**src/rtl/fetch_unit.sv**
```systemverilog
// fetch_unit -- instruction-fetch stage of the single-issue RV32I pipeline.
//
// Owns the fetch PC, issues one word request at a time to instruction
// memory over a valid/ready handshake, and presents each returned
// instruction with its PC in the IF/ID register. A one-entry skid buffer
// absorbs a response that arrives while decode is stalled. Redirects from
// execute flush IF/ID and the skid buffer, and squash an in-flight fetch.
//
// Parameters
//   D_WIDTH   instruction / address width
//   RESET_PC  first fetch address after reset (bits [1:0] must be 0)
//
// Ports
//   clk, rst_n                 clock, async active-low reset (sync release)
//   imem_req_valid/ready       request handshake; imem_addr is word aligned
//   imem_rsp_valid/data        in-order response, >= 1 cycle after accept
//   redirect_valid/pc          taken branch / JAL / JALR target from execute
//   stall_d                    decode cannot accept; hold IF/ID
//   valid_d, instr_d, pc_d     IF/ID register (instr_d[31:7] feeds signExtend)
//   pcplus4_d                  pc_d + 4, wrapping
module fetch_unit #(
    parameter int                 D_WIDTH  = 32,
    parameter logic [D_WIDTH-1:0] RESET_PC = '0
) (
    input  logic               clk,
    input  logic               rst_n,
    output logic               imem_req_valid,
    input  logic               imem_req_ready,
    output logic [D_WIDTH-1:0] imem_addr,
    input  logic               imem_rsp_valid,
    input  logic [D_WIDTH-1:0] imem_rsp_data,
    input  logic               redirect_valid,
    input  logic [D_WIDTH-1:0] redirect_pc,
    input  logic               stall_d,
    output logic               valid_d,
    output logic [D_WIDTH-1:0] instr_d,
    output logic [D_WIDTH-1:0] pc_d,
    output logic [D_WIDTH-1:0] pcplus4_d
);

    localparam logic [D_WIDTH-1:0] WORD = D_WIDTH'(4);

    // S_REQ : ready to issue the next request
    // S_WAIT: request outstanding, its response will be delivered
    // S_DROP: request outstanding, its response belongs to a squashed path
    typedef enum logic [1:0] {
        S_REQ  = 2'd0,
        S_WAIT = 2'd1,
        S_DROP = 2'd2
    } state_t;

    state_t             state;
    logic [D_WIDTH-1:0] pc_f;
    logic [D_WIDTH-1:0] req_pc;
    logic               skid_valid;
    logic [D_WIDTH-1:0] skid_instr;
    logic [D_WIDTH-1:0] skid_pc;

    logic               handshake;
    logic               deliver;
    logic [D_WIDTH-1:0] redirect_target;

    // Request valid depends on registers only, so there is no combinational
    // path from memory ready or the redirect back to the request. Holding
    // off while the skid buffer is full caps storage at two instructions.
    assign imem_req_valid  = (state == S_REQ) && !skid_valid;
    assign imem_addr       = pc_f;
    assign handshake       = imem_req_valid && imem_req_ready;
    // A response arriving in the redirect cycle is from the old path.
    assign deliver         = (state == S_WAIT) && imem_rsp_valid && !redirect_valid;
    assign redirect_target = {redirect_pc[D_WIDTH-1:2], 2'b00};
    assign pcplus4_d       = pc_d + WORD;

    // Fetch control: state, fetch PC and in-flight request PC.
    // NOTE: sequential state is assigned with <= so every register samples
    // pre-edge values, independent of statement order within the block.
    always_ff @(posedge clk or negedge rst_n) begin
        if (!rst_n) begin
            state  <= S_REQ;
            pc_f   <= RESET_PC;
            req_pc <= '0;
        end else begin
            if (handshake) begin
                req_pc <= pc_f;
                pc_f   <= pc_f + WORD;
            end
            // Later assignment wins: a redirect overrides the increment.
            if (redirect_valid) begin
                pc_f <= redirect_target;
            end

            case (state)
                S_REQ: begin
                    // A request accepted alongside a redirect is old-path.
                    if (handshake) begin
                        state <= redirect_valid ? S_DROP : S_WAIT;
                    end
                end
                S_WAIT: begin
                    if (imem_rsp_valid) begin
                        state <= S_REQ;
                    end else if (redirect_valid) begin
                        state <= S_DROP;
                    end
                end
                S_DROP: begin
                    if (imem_rsp_valid) begin
                        state <= S_REQ;
                    end
                end
                default: state <= S_REQ;
            endcase
        end
    end

    // Skid buffer and IF/ID register.
    always_ff @(posedge clk or negedge rst_n) begin
        if (!rst_n) begin
            // NOTE: the data fields are reset as well (not only the valid
            // bits) so decode and signExtend see defined values from reset.
            skid_valid <= 1'b0;
            skid_instr <= '0;
            skid_pc    <= '0;
            valid_d    <= 1'b0;
            instr_d    <= '0;
            pc_d       <= '0;
        end else if (redirect_valid) begin
            // Flush wins over stall: nothing fetched so far is on the new path.
            valid_d    <= 1'b0;
            skid_valid <= 1'b0;
        end else if (!stall_d) begin
            if (skid_valid) begin
                // The skid entry is older than anything in flight.
                valid_d    <= 1'b1;
                instr_d    <= skid_instr;
                pc_d       <= skid_pc;
                skid_valid <= 1'b0;
            end else if (deliver) begin
                valid_d <= 1'b1;
                instr_d <= imem_rsp_data;
                pc_d    <= req_pc;
            end else begin
                valid_d <= 1'b0;
            end
        end else if (deliver) begin
            // Stalled: an empty IF/ID may still fill; a live one is held and
            // the new instruction parks in the skid buffer.
            if (!valid_d) begin
                valid_d <= 1'b1;
                instr_d <= imem_rsp_data;
                pc_d    <= req_pc;
            end else begin
                skid_valid <= 1'b1;
                skid_instr <= imem_rsp_data;
                skid_pc    <= req_pc;
            end
        end
    end

endmodule

```
**config.mk**
```make
export PLATFORM = sky130hd
export DESIGN_NAME = fetch_unit
export DESIGN_NICKNAME = d
export VERILOG_FILES = /design/src/rtl/fetch_unit.sv
export SDC_FILE = /design/constraint.sdc
export NUM_CORES = 1
export LEC_CHECK = 0
export BUFFER_PORTS_ARGS = -buffer_cell sky130_fd_sc_hd__buf_2
export CAP_MARGIN = 20
export CORE_ASPECT_RATIO = 1.25
export CORE_MARGIN = 2
export CORE_UTILIZATION = 49
export DETAILED_ROUTE_END_ITERATION = 8
export PLACE_DENSITY = 0.76
export SLEW_MARGIN = 40
export SYNTH_ARGS = -nofsm -noshare
export SYNTH_HDL_FRONTEND = slang
export SYNTH_SLANG_ARGS = --single-unit
```
**constraint.sdc**
```tcl
create_clock -name clk -period 2.35 [get_ports clk]
set_input_delay 0 -clock clk [delete_from_list [all_inputs] [get_ports clk]]
set_output_delay 0 -clock clk [all_outputs]
set_load 0.03 [all_outputs]
```
# After elaboration in Yosys (flattened, before gate mapping)
# Cells that the tools add are included.
[classes]
addsub = 2
multipliers = 0
n_div = 0
n_lt_le_gt_ge = 0
eq_ne = 9
n_shift = 0
n_mux = 27
n_bitwise = 1
n_reduce_logical = 13
[op_table]
columns = ["cell", "n"]
rows = [
  ["$mux 32", 12],
  ["$add 32x3->32 const B", 2],
  ["$mux 2", 5],
  ["$mux 1", 9],
  ["$reduce_and 4->1", 2],
  ["$ne 2x2->1 const B", 3],
  ["$ne 3x2->1 const B", 2],
  ["$pmux 2 s3", 1],
  ["$logic_and 1x1->1", 4],
  ["$reduce_bool 2->1", 2],
  ["$ne 3x3->1 const B", 1],
  ["$reduce_and 3->1", 1],
  ["$eq 2x1->1 const B", 1],
  ["$eq 2x2->1 const B", 1],
  ["$logic_not 1->1", 2],
  ["$logic_not 2->1", 1],
  ["$ne 2x1->1 const B", 1],
  ["$reduce_and 2->1", 1],
  ["$not 1->1", 1],
]
[totals]
reg_bits = 196
latchBits = 0
ramBits = 0
mem_bits_ro = 0
in_bits = 70
output_inout_bits = 130
wordCells = 61
memories = 0

# Logic depth before layout (Yosys ltp)
# Gate-level depths: netlist (run 1).
[depth]
word_depth = 7
ltp_mapped = 7
depth_no_buf = 5

# Least setup slack after synthesis (run 1)
# No wires, ideal clock.
[synth_timing]
path_type = "reg2reg"
startpoint = "register pc_f[8], in the netlist imem_addr[8]"
endpoint = "register pc_f[29], in the netlist imem_addr[29]"
setup_ns = 0.082
t_arrival_ns = 2.171
t_required_ns = 2.268
slack_ns = 0.098
stages_incl_launch_ff = 6
path_buffers = 1
synth_period_minus_slack_ns = 2.252
cell_sequence = "dfrtp_1 -> nand3_1 -> or4_1 -> clkbuf_1 -> or4_1 -> a31oi_1"
[synth_between]
elab_chain_cells = 3
[synth_lines]
columns = ["element", "line_no", "source"]
rows = [
  ["start, declared", "53", "logic [D_WIDTH-1:0] pc_f;"],
  ["start signal, assigned", "85", "pc_f <= pc_f + WORD;"],
  ["start signal, assigned", "89", "pc_f <= redirect_target;"],
  ["$add 32x3->32", "85", ""],
  ["$mux 32", "83", "if (handshake) begin"],
  ["$mux 32", "88", "if (redirect_valid) begin"],
]
# Every way passes these cells. The select of a mux whose other input is x is not followed.
# A chain may end at the register's enable or synchronous reset.

# Worst setup path after layout (run 1)
[layout_timing]
startpoint = "register pc_d[3]"
endpoint = "output pcplus4_d[26]"
[layout_between]
elab_chain_cells = 1
[layout_lines]
columns = ["element", "line_no", "source"]
rows = [
  ["start, declared", "37", "output logic [D_WIDTH-1:0] pc_d,"],
  ["start signal, assigned", "136", "pc_d <= skid_pc;"],
  ["start signal, assigned", "141", "pc_d <= req_pc;"],
  ["start signal, assigned", "151", "pc_d <= req_pc;"],
  ["$add 32x3->32", "72", "assign pcplus4_d = pc_d + WORD;"],
  ["end, declared", "38", "output logic [D_WIDTH-1:0] pcplus4_d"],
]
# Every way passes these cells.

==> flow_metrics.tcl, run 1 <==
set metrics [dict create \
    outcome "finished clean" \
    layout.nets 1109 \
    grt_pass1_vias 6901 \
    power.switching_uw 4920 \
    cts_root_buf "clkbuf_16" \
    num_rows 55 \
    power_frac_comb 0.374 \
    stdcell_count 1278 \
    synth_commonest_cells "dfrtp_1, mux2_2, nand2_1" \
    routed_wl_mm 21.3 \
    syn-cell-area_um2 8980 \
    worstMarginPinSlew_ns 0.687 \
    cell_internal_pwr_uw 7040 \
    die_area_um2 19400 \
    cts_tree "done" \
    crit_path_end_kind "output port" \
    grt_use_total 0.222 \
    cts_setup_buffers 0 \
    max_freq_mhz 452 \
    synthCells 775 \
    yosysWarningCount 0 \
    regToRegSetupSlack_ns 0.14 \
    avgRoutedWirePerCell_um 16.7 \
    fin_skew_ns 0.00942 \
    routabilityCongestion 0.931 \
    cp.arrival_ns 2.21 \
    power_density_nw_per_um2 1030 \
    synth.avg_cell_area_um2 11.6 \
    critical_path_required_ns 2.35 \
    cp-start-kind "register" \
    crit_path_end "pcplus4_d[26]" \
    port_buffers 191 \
    dp.cells 1180 \
    rsz0062_at_grt "no" \
    drt_iter0_drc 303 \
    grt_first_pass_wirelength_mm 35.0 \
    seq_area_frac_synth 0.524 \
    ant_nets 0 \
    area_delta_synth_final_pct 28.9 \
    crit_path_max_fanout 6 \
    relSlewSlack 0.542 \
    cts-buffers-inserted 17 \
    grt_overflow 0 \
    drive_gt1_frac 0.429 \
    synth-edff-count 0 \
    avgViaCountPerCell 5.39 \
    min_from "imem_req_ready" \
    pwr-share-seq 0.403 \
    coreArea_um2 18000 \
    r2r_cells 4 \
    report.power.total_uw 12000 \
    worstReg2RegEnd "imem_addr[29]" \
    pwr-share-clk 0.224 \
    dp_hpwl_mm 14.4 \
    ys_types 39 \
    die_w_um 125 \
    r2r-start "skid_valid" \
    synth_largest_area_cell "dfrtp_1" \
    fin_crit_sh 0.942 \
    hold_viol 0 \
    ys_ff_latch 188 \
    ys.flop_type "dfrtp_1" \
    antenna_found_initial 0 \
    clk_pin_slew_ns 0.07 \
    p_leak_uw 0.00544 \
    drt_pre_antenna_iters 4 \
    min_path_type "input port to register" \
    cts.sinks 188 \
    crit_start "pc_d[3]" \
    slew_violations 0 \
    setup_viol 0 \
    grt_max_degree 85 \
    antenna_cells 0 \
    drv_cap 0 \
    ir_drop_mv 0.507 \
    drc 0 \
    yosysTopAreaCellShare 0.524 \
    initial_core_util 0.498 \
    clockBufferDepth 2 \
    fin_crit_ns 2.21 \
    critical_path_class "register to output port" \
    die_h_um 155 \
    cts-htree-levels 4 \
    ios 200 \
    synth.most_common_cell "dfrtp_1" \
    synthArstFlopShare 1.00 \
    swShare 0.411 \
    tns_ns 0 \
    ys_top_cells_by_area "dfrtp_1, mux2_2, nand2_1, xnor2_1, clkbuf_1" \
    clock_latency_ns 0.43 \
    num_vias 6883 \
]
[what timing repair did]
action | 4_1_cts | 5_1_grt
endpoints found under the setup margin | 0 | 20
resized for setup | 0 | 6
hold buffers | 66 | 0
hold endpoints to repair | 177 | 0
[through the flow]
step            util  setup slack (ns)  cell area (um^2)  hold WS [ns]
3_5_place_dp   0.574            0.0575             10300        0.0962
2_1_floorplan      -            0.0975              9000        -0.296
4_1_cts        0.641            0.0213             11500        0.0845
3_3_place_gp   0.574            0.0991             10300        0.0892
6_report       0.642             0.137             11600        0.0960
5_1_grt        0.642            0.0199             11600         0.155
[power groups by stage]
stage	Clock [uW]	Combinational [uW]	Sequential (uW)
2_1_floorplan	0	1880	5850
3_3_place_gp	0	4340	4810
3_5_place_dp	0	4390	4860
4_1_cts	2730	4490	4810
5_1_grt	2860	4750	4940
6_report	2670	4470	4810
[routing by layer]
layer | GRT usage | routed length (um)
met5 | 0 | 0
met4 | 0.0624 | 344
met3 | 0.0413 | 924
met2 | 0.397 | 10900
met1 | 0.276 | 9150
[critical path: stages, from the launching register on]
cell and delay (ns):
dfrtp_1 0.41, ha_1 0.23, and4_2 0.31, and3_2 0.29
nand3_1 0.11, xnor2_1 0.20, buf_2 0.24
[registers in the layout, summed over array words and instances, names as in the netlist]
register and flops:
instr_d 32, imem_addr 30, valid_d 1, skid_valid 1, req_pc 30, state 2, skid_instr 32, pc_d 30
skid_pc 30
[cells in the final DEF, fill, tap and decap left out, types with 9 or more instances in the layout]
| master | netlist | final |
|---|---|---|
| xnor2_1 | 27 | 27 |
| or4_1 | 17 | 17 |
| o21ai_0 | 20 | 20 |
| buf_4 | 6 | 27 |
| mux2_2 | 182 | 182 |
| xor2_1 | 11 | 11 |
| dfrtp_1 | 188 | 188 |
| nand2_1 | 107 | 107 |
| nand4_1 | 17 | 17 |
| dlygate4sd3_1 | 0 | 66 |
| buf_2 | 2 | 190 |
| nor2_1 | 26 | 25 |
| o31ai_1 | 15 | 15 |
| a31oi_1 | 17 | 17 |
| inv_1 | 9 | 9 |
| nand3_1 | 23 | 23 |
| clkbuf_16 | 0 | 17 |
[cells by family (layout without fill, tap and decap cells)]
family | after synthesis | in the layout | share of synthesized area
adders and majority gates | 2 | 2 | 0.00279
DFF | 188 | 188 | 0.524
other | 1 | 6 | 0.000418
buffers and inverters | 60 | 330 | 0.0279
AOI/OAI and AO/OA | 59 | 59 | 0.0406
muxes | 187 | 187 | 0.234
xor gates and xnor gates | 38 | 38 | 0.0371
and+or+nand+nor | 240 | 240 | 0.133
[worst min path at each step]
stage | end | cells after the start
floorplan | imem_addr[10] | 0
global placement | skid_instr[8] | 1
detailed placement | skid_instr[7] | 1
CTS | imem_addr[2] | 4
global route | req_pc[6] | 5
finish | imem_addr[2] | 4
[layout make-up]
class | instances | area, um^2
multi-input cells | 532 | 4090
clock inverters | 14 | 108
inverters | 10 | 37.5
fillers | 1382 | 6460
well taps | 228 | 285
repair buffers | 288 | 1910
flip-flops and latches | 188 | 4700
clock buffers | 18 | 439
Note: power is estimated with default switching activity, not from simulation.
==> run 2, diff against run 1 <==
--- a/config.mk
+++ b/config.mk
@@ -9,10 +9,11 @@
 export CAP_MARGIN = 20
 export CORE_ASPECT_RATIO = 1.25
 export CORE_MARGIN = 2
-export CORE_UTILIZATION = 49
+export CORE_UTILIZATION = 50
 export DETAILED_ROUTE_END_ITERATION = 8
-export PLACE_DENSITY = 0.76
-export SLEW_MARGIN = 40
+export HOLD_SLACK_MARGIN = 0.12
+export PLACE_DENSITY = 0.75
+export SLEW_MARGIN = 20
 export SYNTH_ARGS = -nofsm -noshare
 export SYNTH_HDL_FRONTEND = slang
 export SYNTH_SLANG_ARGS = --single-unit
==> constraint.sdc (replaced) <==
create_clock -name clk -period 2.5 [get_ports clk]
set_input_delay 0 -clock clk [delete_from_list [all_inputs] [get_ports clk]]
set_output_delay 0 -clock clk [all_outputs]
set_load 0.03 [all_outputs]
==> flow_metrics.tcl, run 2 (synthesized netlist as in run 1, its figures left out) <==
set metrics [dict create \
    cp.arrival_ns 2.69 \
    cts-buffers-inserted 17 \
    area_delta_synth_final_pct 31.0 \
    drt_pre_antenna_iters 4 \
    clock_latency_ns 0.43 \
    drive_gt1_frac 0.410 \
    hold_slack_ns 0.131 \
    grt_pass1_vias 6942 \
    setup_viol 0 \
    reg.largest.list "instr_d x32, skid_instr x32" \
    ios 200 \
    cts.sinks 188 \
    cp.depth 7 \
    fin_skew_ns 0.0113 \
    die_area_um2 19000 \
    cts_root_buf "clkbuf_16" \
    coreArea_um2 17500 \
    clockBufferDepth 2 \
    relSlewSlack 0.577 \
    rsz0062_at_grt "no" \
    place_area_um2 10300 \
    place_ws_ns 0.106 \
    regToRegSetupSlack_ns 0.12 \
    fin_ws_ns 0.117 \
    ant_nets 0 \
    hold_viol 0 \
    final_common_cell "buf_2" \
    cts_tree "done" \
    swShare 0.401 \
    min_path_type "input port to async pin" \
    antenna_cells 0 \
    grt_max_degree 72 \
    crit_path_max_fanout 6 \
    final_cell_area_um2 11800 \
    die_w_um 124 \
    num_rows 54 \
    routabilityCongestion 0.883 \
    crit_start "state[0]" \
    drv_cap 0 \
    ir_drop_mv 0.478 \
    drt_iter0_drc 334 \
    grt_overflow 0 \
    port_buffers 191 \
    slew_violations 0 \
    worstMarginPinSlew_ns 0.629 \
    grt_use_total 0.237 \
    crit_path_end "imem_addr[8]" \
    pwr-share-clk 0.241 \
    worstReg2RegEnd "imem_addr[8]" \
    layout_common_cells "buf_2, dfrtp_1, mux2_2, nand2_1, dlygate4sd3_1" \
    critical_path_class "register to register" \
    avgViaCountPerCell 5.39 \
    final_util 0.672 \
    critical_path_required_ns 2.81 \
    num_vias 6930 \
    crit_chain "buf_4, or3_1, buf_4, nor3_1, xnor2_1, o21ai_0, dlygate4sd3_1" \
    cp_top_family "buffers and inverters" \
    slowest_delay_ns 0.60 \
    power_density_nw_per_um2 982 \
    antenna_found_initial 0 \
    pwr-share-seq 0.395 \
    outcome "finished clean" \
    crit_path_frequent_cell "buf_4" \
    fin_crit_sh 0.953 \
    max_freq_mhz 420 \
    cp-start-kind "register" \
    p_leak_uw 0.00551 \
    die_h_um 154 \
    avgRoutedWirePerCell_um 17.0 \
    grt_first_pass_wirelength_mm 35.2 \
    path_buf_inv 3 \
    cell_internal_pwr_uw 6910 \
    power_frac_comb 0.364 \
    fin_crit_ns 2.38 \
    cts-htree-levels 4 \
    dp_hpwl_mm 14.2 \
    r2r_cells 7 \
    initial_core_util 0.513 \
    power.switching_uw 4640 \
    tns_ns 0 \
    slowest_stage "dlygate4sd3_1" \
    drc 0 \
    crit_path_end_kind "register" \
    clk_pin_slew_ns 0.07 \
    r2r-start "state[0]" \
    routed_wl_mm 21.9 \
    layout.nets 1120 \
]
## run 2: cell types whose count changed in the layout (fill, tap and decap cells not counted), sizes merged
cell / change
clkbuf: +3
dlygate4sd3: +21
bufinv: +2
clkinvlp: -2
buf: -10
inv: -3
## run 2: power by group through the flow
stage | clock network, uW | registers, uW | logic [uW]
2_1_floorplan | 0 | 5500 | 1770
6_report | 2780 | 4560 | 4210
3_3_place_gp | 0 | 4560 | 4040
3_5_place_dp | 0 | 4610 | 4100
5_1_grt | 2980 | 4680 | 4480
4_1_cts | 2840 | 4560 | 4230
## run 2: cell type report
class / count / area, um^2
fillers: 1343 / 5740
flip-flops and latches: 188 / 4700
multi-input cells: 532 / 4070
repair buffers: 299 / 2060
clock buffers: 21 / 480
well taps: 224 / 280
clock inverters: 11 / 130
inverters: 10 / 37.5
## run 2: per-stage QoR
step / cells / power, uW
after CTS: 1285 / 11600
after floorplan: 780 / 7270
final: 1285 / 11500
after detailed placement: 1166 / 8700
after global routing: 1285 / 12100
after global placement: 1166 / 8590
## run 2: repair_timing
action	in CTS	in global routing
endpoints found under the hold margin	288	0
gates resized for setup	0	1
endpoints found under the setup margin	0	1
buffers inserted	0	0
hold buffers	87	0
## run 2: how the worst min path moves through the flow
stage | startpoint | slack, ns | cells after the start | end
final | rst_n | 0.13 | 2 | instr_d[28]
after global routing | rst_n | 0.19 | 2 | instr_d[28]
after CTS | rst_n | 0.15 | 2 | instr_d[28]
after detailed placement | rst_n | 0.05 | 1 | instr_d[28]
after global placement | rst_n | 0.04 | 1 | instr_d[28]
after floorplan | rst_n | -0.30 | 0 | imem_addr[10]
## run 2: layer usage
metal | part of all wire | up-vias | track usage | wire, um
met1 | 0.43 | 3415 | 0.301 | 9370
li1 | - | 3297 | - | -
met4 | 0.024 | 0 | 0.0887 | 524
met2 | 0.50 | 188 | 0.397 | 11000
met5 | 0 | - | 0 | 0
met3 | 0.046 | 30 | 0.0486 | 996
